<file path="src/rtl/control_unit.sv">
// control_unit: opcode decoder and sequencer for the vector ASIP datapath.
// Single-cycle instructions complete in the decode state. Vector ALU and
// vector memory instructions latch their opcode and hold the decoded controls
// until the matching completion input is seen. Finished pulses once per
// instruction so that fetch can advance the PC.
module control_unit (
  input  logic       clk,
  input  logic       rst_n,
  input  logic [3:0] OpCode,
  input  logic       Mem_Finished,
  input  logic       Exe_Finished,
  output logic       RegFileWE,
  output logic       ExtendSelect,
  output logic       ALUSource,
  output logic       MemWE,
  output logic       WBSelect,
  output logic       Finished,
  output logic [1:0] BranchSelect,
  output logic [1:0] OpType,
  output logic [1:0] ALUControl
);

  // Opcode map
  localparam logic [3:0] OP_NOP  = 4'd0;
  localparam logic [3:0] OP_ADD  = 4'd1;
  localparam logic [3:0] OP_SUB  = 4'd2;
  localparam logic [3:0] OP_ADDI = 4'd3;
  localparam logic [3:0] OP_VADD = 4'd4;
  localparam logic [3:0] OP_VSUB = 4'd5;
  localparam logic [3:0] OP_VMUL = 4'd6;
  localparam logic [3:0] OP_VXOR = 4'd7;
  localparam logic [3:0] OP_VLD  = 4'd8;
  localparam logic [3:0] OP_VST  = 4'd9;
  localparam logic [3:0] OP_JMP  = 4'd10;
  localparam logic [3:0] OP_BEQZ = 4'd11;
  localparam logic [3:0] OP_BNEZ = 4'd12;

  // Instruction classes carried on OpType
  localparam logic [1:0] T_SCALAR = 2'b00;
  localparam logic [1:0] T_VALU   = 2'b01;
  localparam logic [1:0] T_VMEM   = 2'b10;
  localparam logic [1:0] T_CTRL   = 2'b11;

  // Branch selections
  localparam logic [1:0] BR_PC1  = 2'b00;
  localparam logic [1:0] BR_JMP  = 2'b01;
  localparam logic [1:0] BR_BEQZ = 2'b10;
  localparam logic [1:0] BR_BNEZ = 2'b11;

  // ALU operations
  localparam logic [1:0] ALU_ADD = 2'b00;
  localparam logic [1:0] ALU_SUB = 2'b01;
  localparam logic [1:0] ALU_MUL = 2'b10;
  localparam logic [1:0] ALU_XOR = 2'b11;

  typedef enum logic [1:0] {
    S_DECODE = 2'd0,
    S_EXE    = 2'd1,
    S_MEM    = 2'd2
  } state_t;

  typedef struct packed {
    logic       reg_we;
    logic       ext_sel;
    logic       alu_src;
    logic       mem_we;
    logic       wb_sel;
    logic [1:0] br_sel;
    logic [1:0] op_type;
    logic [1:0] alu_ctl;
  } ctrl_t;

  state_t     state;
  state_t     state_next;
  logic [3:0] op_q;
  logic [3:0] op_next;
  ctrl_t      ctrl;
  logic       finished;

  // Raw control fields for one opcode; reserved codes decode as NOP.
  function automatic ctrl_t decode_op(input logic [3:0] op);
    ctrl_t c;
    c = '0;
    case (op)
      OP_ADD: begin
        c.reg_we  = 1'b1;
        c.op_type = T_SCALAR;
        c.alu_ctl = ALU_ADD;
      end
      OP_SUB: begin
        c.reg_we  = 1'b1;
        c.op_type = T_SCALAR;
        c.alu_ctl = ALU_SUB;
      end
      OP_ADDI: begin
        c.reg_we  = 1'b1;
        c.alu_src = 1'b1;
        c.op_type = T_SCALAR;
        c.alu_ctl = ALU_ADD;
      end
      OP_VADD: begin
        c.reg_we  = 1'b1;
        c.op_type = T_VALU;
        c.alu_ctl = ALU_ADD;
      end
      OP_VSUB: begin
        c.reg_we  = 1'b1;
        c.op_type = T_VALU;
        c.alu_ctl = ALU_SUB;
      end
      OP_VMUL: begin
        c.reg_we  = 1'b1;
        c.op_type = T_VALU;
        c.alu_ctl = ALU_MUL;
      end
      OP_VXOR: begin
        c.reg_we  = 1'b1;
        c.op_type = T_VALU;
        c.alu_ctl = ALU_XOR;
      end
      OP_VLD: begin
        c.reg_we  = 1'b1;
        c.alu_src = 1'b1;
        c.wb_sel  = 1'b1;
        c.op_type = T_VMEM;
        c.alu_ctl = ALU_ADD;
      end
      OP_VST: begin
        c.alu_src = 1'b1;
        c.mem_we  = 1'b1;
        c.op_type = T_VMEM;
        c.alu_ctl = ALU_ADD;
      end
      OP_JMP: begin
        c.ext_sel = 1'b1;
        c.br_sel  = BR_JMP;
        c.op_type = T_CTRL;
        c.alu_ctl = ALU_ADD;
      end
      OP_BEQZ: begin
        c.ext_sel = 1'b1;
        c.br_sel  = BR_BEQZ;
        c.op_type = T_CTRL;
        c.alu_ctl = ALU_SUB;
      end
      OP_BNEZ: begin
        c.ext_sel = 1'b1;
        c.br_sel  = BR_BNEZ;
        c.op_type = T_CTRL;
        c.alu_ctl = ALU_SUB;
      end
      default: begin
        c         = '0;
        c.br_sel  = BR_PC1;
      end
    endcase
    return c;
  endfunction

  // State and latched opcode; reset returns to decode with op_q cleared.
  always_ff @(posedge clk or negedge rst_n) begin
    if (!rst_n) begin
      state <= S_DECODE;
      op_q  <= OP_NOP;
    end else begin
      state <= state_next;
      op_q  <= op_next;
    end
  end

  // Next state and outputs; the finish inputs are only looked at in their own wait state.
  always_comb begin
    state_next = state;
    op_next    = op_q;
    ctrl       = '0;
    finished   = 1'b0;
    case (state)
      S_DECODE: begin
        ctrl = decode_op(OpCode);
        case (ctrl.op_type)
          T_VALU: begin
            ctrl.reg_we = 1'b0;
            op_next     = OpCode;
            state_next  = S_EXE;
          end
          T_VMEM: begin
            ctrl.reg_we = 1'b0;
            ctrl.mem_we = 1'b0;
            op_next     = OpCode;
            state_next  = S_MEM;
          end
          default: begin
            finished = 1'b1;
          end
        endcase
      end
      S_EXE: begin
        ctrl        = decode_op(op_q);
        ctrl.reg_we = Exe_Finished;
        finished    = Exe_Finished;
        if (Exe_Finished) begin
          state_next = S_DECODE;
        end
      end
      S_MEM: begin
        ctrl        = decode_op(op_q);
        ctrl.reg_we = ctrl.reg_we & Mem_Finished;
        finished    = Mem_Finished;
        if (Mem_Finished) begin
          state_next = S_DECODE;
        end
      end
      default: begin
        state_next = S_DECODE;
      end
    endcase
  end

  // Output drive; everything is held at zero while reset is asserted.
  always_comb begin
    RegFileWE    = 1'b0;
    ExtendSelect = 1'b0;
    ALUSource    = 1'b0;
    MemWE        = 1'b0;
    WBSelect     = 1'b0;
    Finished     = 1'b0;
    BranchSelect = 2'b00;
    OpType       = 2'b00;
    ALUControl   = 2'b00;
    if (rst_n) begin
      RegFileWE    = ctrl.reg_we;
      ExtendSelect = ctrl.ext_sel;
      ALUSource    = ctrl.alu_src;
      MemWE        = ctrl.mem_we;
      WBSelect     = ctrl.wb_sel;
      Finished     = finished;
      BranchSelect = ctrl.br_sel;
      OpType       = ctrl.op_type;
      ALUControl   = ctrl.alu_ctl;
    end
  end

endmodule

</file>
<file path="config.mk">
export PLATFORM = sky130hd
export DESIGN_NAME = control_unit
export DESIGN_NICKNAME = d
export VERILOG_FILES = /design/src/rtl/control_unit.sv
export SDC_FILE = /design/constraint.sdc
export NUM_CORES = 1
export LEC_CHECK = 0
export ABC_AREA = 1
export CAP_MARGIN = 20
export CORE_MARGIN = 2
export CORE_UTILIZATION = 35
export CTS_CLUSTER_DIAMETER = 100
export DETAILED_ROUTE_END_ITERATION = 8
export SETUP_SLACK_MARGIN = 0.02
export SYNTH_ARGS = -nofsm -noshare
export SYNTH_HDL_FRONTEND = slang
export SYNTH_SLANG_ARGS = --single-unit
</file>
<file path="constraint.sdc">
create_clock -name clk -period 6.13 [get_ports clk]
set_input_delay 1.839 -clock clk [delete_from_list [all_inputs] [get_ports clk]]
set_output_delay 1.839 -clock clk [all_outputs]
set_load 0.05 [all_outputs]
</file>
* Word-level counts from Yosys, hierarchy flattened
Cells that the tools add are included.
W data, S select, Z words.
** Operators by class
- Add/subtract/negate cells :: 0
- Multiply operators :: 0
- Divide/modulo/power cells :: 0
- Order comparisons :: 0
- Equality and inequality tests :: 31
- Shifts and indexed selects :: 0
- Muxes and demuxes :: 34
- Bitwise gates (word level) :: 1
- Reductions and logical operators :: 14
** Operators with widths (count)
- $pmux W4 S8 :: 2
- $eq A4 B4 Y1 const B :: 10
- $pmux W11 S3 :: 1
- $eq A4 B3 Y1 const B :: 8
- $mux W1 :: 20
- $pmux W2 S3 :: 3
- $eq A4 B2 Y1 const B :: 4
- $reduce_or A8 Y1 :: 2
- $reduce_or A3 Y1 :: 4
- $mux W2 :: 5
- $reduce_or A2 Y1 :: 5
- $eq A4 B1 Y1 const B :: 2
- $eq A2 B1 Y1 const B :: 2
- $eq A2 B2 Y1 const B :: 2
- $mux W4 :: 1
- $ne A2 B2 Y1 const B :: 2
- $pmux W2 S2 :: 1
- $ne A3 B1 Y1 const B :: 1
- $pmux W1 S3 :: 1
- $reduce_and A3 Y1 :: 1
- $logic_not A2 Y1 :: 1
- $reduce_and A2 Y1 :: 1
- $and A1 B1 Y1 :: 1
** Word-level totals
- Bits in registers :: 6
- Bits in latches :: 0
- RAM bits :: 0
- Memory bits (read-only) :: 0
- Bits of input ports :: 8
- Word-level logic and storage cells :: 82
- Memories :: 0

* Logic depth before layout (Yosys ltp)
- Word-level depth :: 9
- Depth in mapped cells :: 12
- Gate-level depth less buffers :: 12

* Least setup slack after synthesis
Ideal clock, no wire load.
- Kind :: in2out
- Start point :: in OpCode[0]
- End point :: out MemWE
- Arrival time :: 3.567 ns
- Path slack :: 0.724 ns
- Stages :: 12
- Buffers on the path :: 0
- Path through :: inv_1 nand2_1 nor2_2 nor2_2 nand3_1 inv_1 ha_1 inv_1 nand2_1 nor4_1 nor2_1 nor2_1
** On the way
- Cells in the longest elaborated chain, start to end :: 8
** Ends and longest elaborated chain
- start: declaration :: line 9 : input logic [3:0] OpCode,
- $eq A4 B4 Y1 :: line 84 : case (op)
- $reduce_or A2 Y1 (no line)
- $pmux W4 S8 :: line 84
- $mux W4 :: line 177 : case (state)
- $eq A2 B2 Y1 :: line 180 : case (ctrl.op_type)
- $mux W1 * :: line 180
- $pmux W11 S3 * :: line 177
- $mux W1 * :: line 230 : if (rst_n) begin
- end: declaration :: line 15 : output logic MemWE,
Mark *: on every way between the ends. The rest lies on a longest branch, timed or not. The select of a mux whose other input is x is not followed.

* Worst setup path after layout
- Start point :: in OpCode[1]
- End point :: out OpType[0]
** On the way
- Cells in the longest elaborated chain, start to end :: 6
** Ends and longest elaborated chain
- $eq A4 B4 Y1 :: line 84
- $reduce_or A2 Y1 (no line)
- $pmux W4 S8 * :: line 84
- $mux W4 * :: line 177
- $pmux W11 S3 * :: line 177
- $mux W2 * :: line 230
- end: declaration :: line 19 : output logic [1:0] OpType,
Marks and branches as above.

==> flow_metrics.tcl <==
set metrics [dict create \
    rsz0062_at_grt "false" \
    dp_slack_ns 0.2711 \
    cp-startpoint "OpCode[1]" \
    cap_violations 0 \
    slew_headroom_pct 64.33 \
    antenna_found_initial 0 \
    drv_slew 0 \
    dieWidth_um 50.70 \
    ys_ff_latch 6 \
    cts_setup_buffers 0 \
    area.growth.synth_to_final_pct 35.74 \
    cts_max_level 1 \
    final_nets 169 \
    placementRows 16 \
    hpwl_um 1724 \
    r2r_setup_slack_ns 4.66 \
    grt_usage_pct 18.01 \
    p_total_uw 336.1 \
    dp_cells 181 \
    cts_hold_buf 0 \
    grt.met3_usage_pct 2.679 \
    r2r_start "state[1]" \
    drive_gt1_share_pct 10.83 \
    cp_data_arrival_time_ns 4.05 \
    avgSynthCellArea_um2 5.654 \
    die_y_um 50.70 \
    critPathCaptureType "primary output" \
    fin_ws_ns 0.2449 \
    syn_nets 145 \
    core_mm2 0.002002 \
    fmax_mhz 169.9 \
    grt_pass1_wl_um 3615 \
    wl_um 2077 \
    min_from "op_q[1]" \
    hold_depth 2 \
    clockBufferDepth 2 \
    start_kind "input pin" \
    numPortBuffers 19 \
    tightest_slew_ns 0.5351 \
    io_pins 20 \
    synth_area_um2 763.2 \
    grt_use_met1_pct 24.19 \
    drc 0 \
    numClockSinks 6 \
    die-area_mm2 0.002570 \
    fin_crit_ns 5.885 \
    synth_top_family_by_area "simple AND/OR/NAND/NOR gates" \
    synth_xor_area_share_pct 0 \
    final_common_cell "nand2_1" \
    reg2reg_to "op_q[0]" \
    postSynthCellCount 135 \
    gr-total-overflow 0 \
    cts_tree "yes" \
    start_util_pct 38.13 \
    ant_nets 0 \
    path_class "input pin to primary output" \
    fin_skew_ns 0.001089 \
    cts.clk_slew.worst_paths_ns 0.04 \
    period_share_pct 96.00 \
    final_cells 184 \
    viasPerCell 4.935 \
    use_met2_pct 30.92 \
    grt_pass1_vias 841 \
    clk_latency_ns 0.24 \
    outcome "finished, final reports clean" \
    yosysWarnings 0 \
    grt_max_degree 11 \
    ys_types 24 \
    clock_tree.root_cell "clkbuf_4" \
    cellPowerDensity_mw_per_mm2 324.4 \
    busiest_layer "met2" \
    ir_drop_mv 0.2301 \
    required_ns 4.29 \
    hp-class "register to register" \
    first_pass_iters 4 \
    cts-resized-gates 0 \
    final_hold_viol_count 0 \
    setup_viol 0 \
    finalWeightedCongestion 0.8581 \
    most-common-layout-cells "nand2_1, inv_1, nor2_1, clkdlybuf4s50_1, nand3_1" \
    synth_simple_gate_area_share_pct 44.26 \
    cts_buffers 3 \
    drt-initial-drc-count 31 \
    antenna_cells 0 \
    leakage_uw 0.0005029 \
    yosysSeqAreaShare_pct 19.67 \
    crit_end "OpType[0]" \
    synth_mux_area_share_pct 0 \
    num_vias 908 \
    synth_compound_area_share_pct 19.67 \
    cp_max_fo 7 \
    synthAdderAreaFrac_pct 3.279 \
    setup_tns_ns 0 \
    r2r_cells 5 \
    wl_per_cell_um 11.29 \
]
## routing by layer
metal,part of all wire (%),up-vias,routed length [um]
met1,48,407,1003
met2,48,24,998
met3,3.6,0,74
li1,-,477,-
met4,0,0,0
met5,0,-,0
## area by class of cell
cell class,count,area [um^2]
clock buffer,3,22.52
fill,229,965.9
inverter,23,88.84
multi-input combinational,105,513.0
sequential,6,150.1
tap,27,33.78
timing repair buffer,20,227.7
## worst max-delay path: stages
cell and delay (ns):
clkdlybuf4s50_1 0.53, inv_1 0.17, nand2_1 0.10, nor2_2 0.17, nor2_2 0.07, nand3_1 0.13
nand2_1 0.09, a21oi_1 0.13, clkdlybuf4s50_1 0.83
## synthesized netlist by cell type
cell | number | area share, %
ha_1 | 2 | 3.3
o21ai_0 | 5 | 3.3
or2_0 | 1 | 0.82
o21a_1 | 2 | 2.0
nand3_1 | 11 | 7.2
a21boi_0 | 1 | 0.98
o21ai_2 | 4 | 4.6
dfrtp_1 | 6 | 20
nand2_1 | 38 | 19
nor2_4 | 1 | 1.5
inv_4 | 1 | 0.82
a21oi_1 | 8 | 5.2
a31oi_1 | 1 | 0.82
nand2_2 | 1 | 0.82
o22ai_1 | 2 | 1.6
nand4_1 | 1 | 0.82
buf_6 | 1 | 1.5
nor2_2 | 3 | 2.5
o32ai_1 | 1 | 1.1
nor4_1 | 1 | 0.82
clkinv_1 | 1 | 0.49
inv_1 | 21 | 10
nor2_1 | 20 | 9.8
nor3_1 | 2 | 1.3
## state kept, by name, indices dropped and copies added, names as in the netlist
name   cells
op_q       4
state      2
## stage by stage
stage               hold slack (ns)  area (um^2)  utilization, %
detailed placement           0.5583         1013           50.63
floorplan                    0.4988        763.2               -
CTS                          0.5676         1036           51.75
global route                 0.5972         1036           51.75
finish                       0.5714         1036           51.75
global placement             0.5497         1013           50.63
## worst min-delay path by stage
| stage | endpoint | slack [ns] |
|---|---|---|
| after floorplan | op_q[3] | 0.50 |
| after global placement | op_q[3] | 0.55 |
| after detailed placement | op_q[1] | 0.56 |
| after CTS | op_q[1] | 0.57 |
| after global routing | op_q[1] | 0.60 |
| final | op_q[1] | 0.57 |
## cells by family after synthesis
family / count (synthesis)
buffers and inverters: 24
adder cells (fa/ha/maj): 2
AND/OR/NAND/NOR: 79
AO/OA/AOI/OAI: 24
flip-flops: 6
## power by group
group	internal [uW]	switching, uW
clock network	22.0	12.6
logic	77.6	146
registers	54.7	23.1
Power figures use the tool's default switching activity.
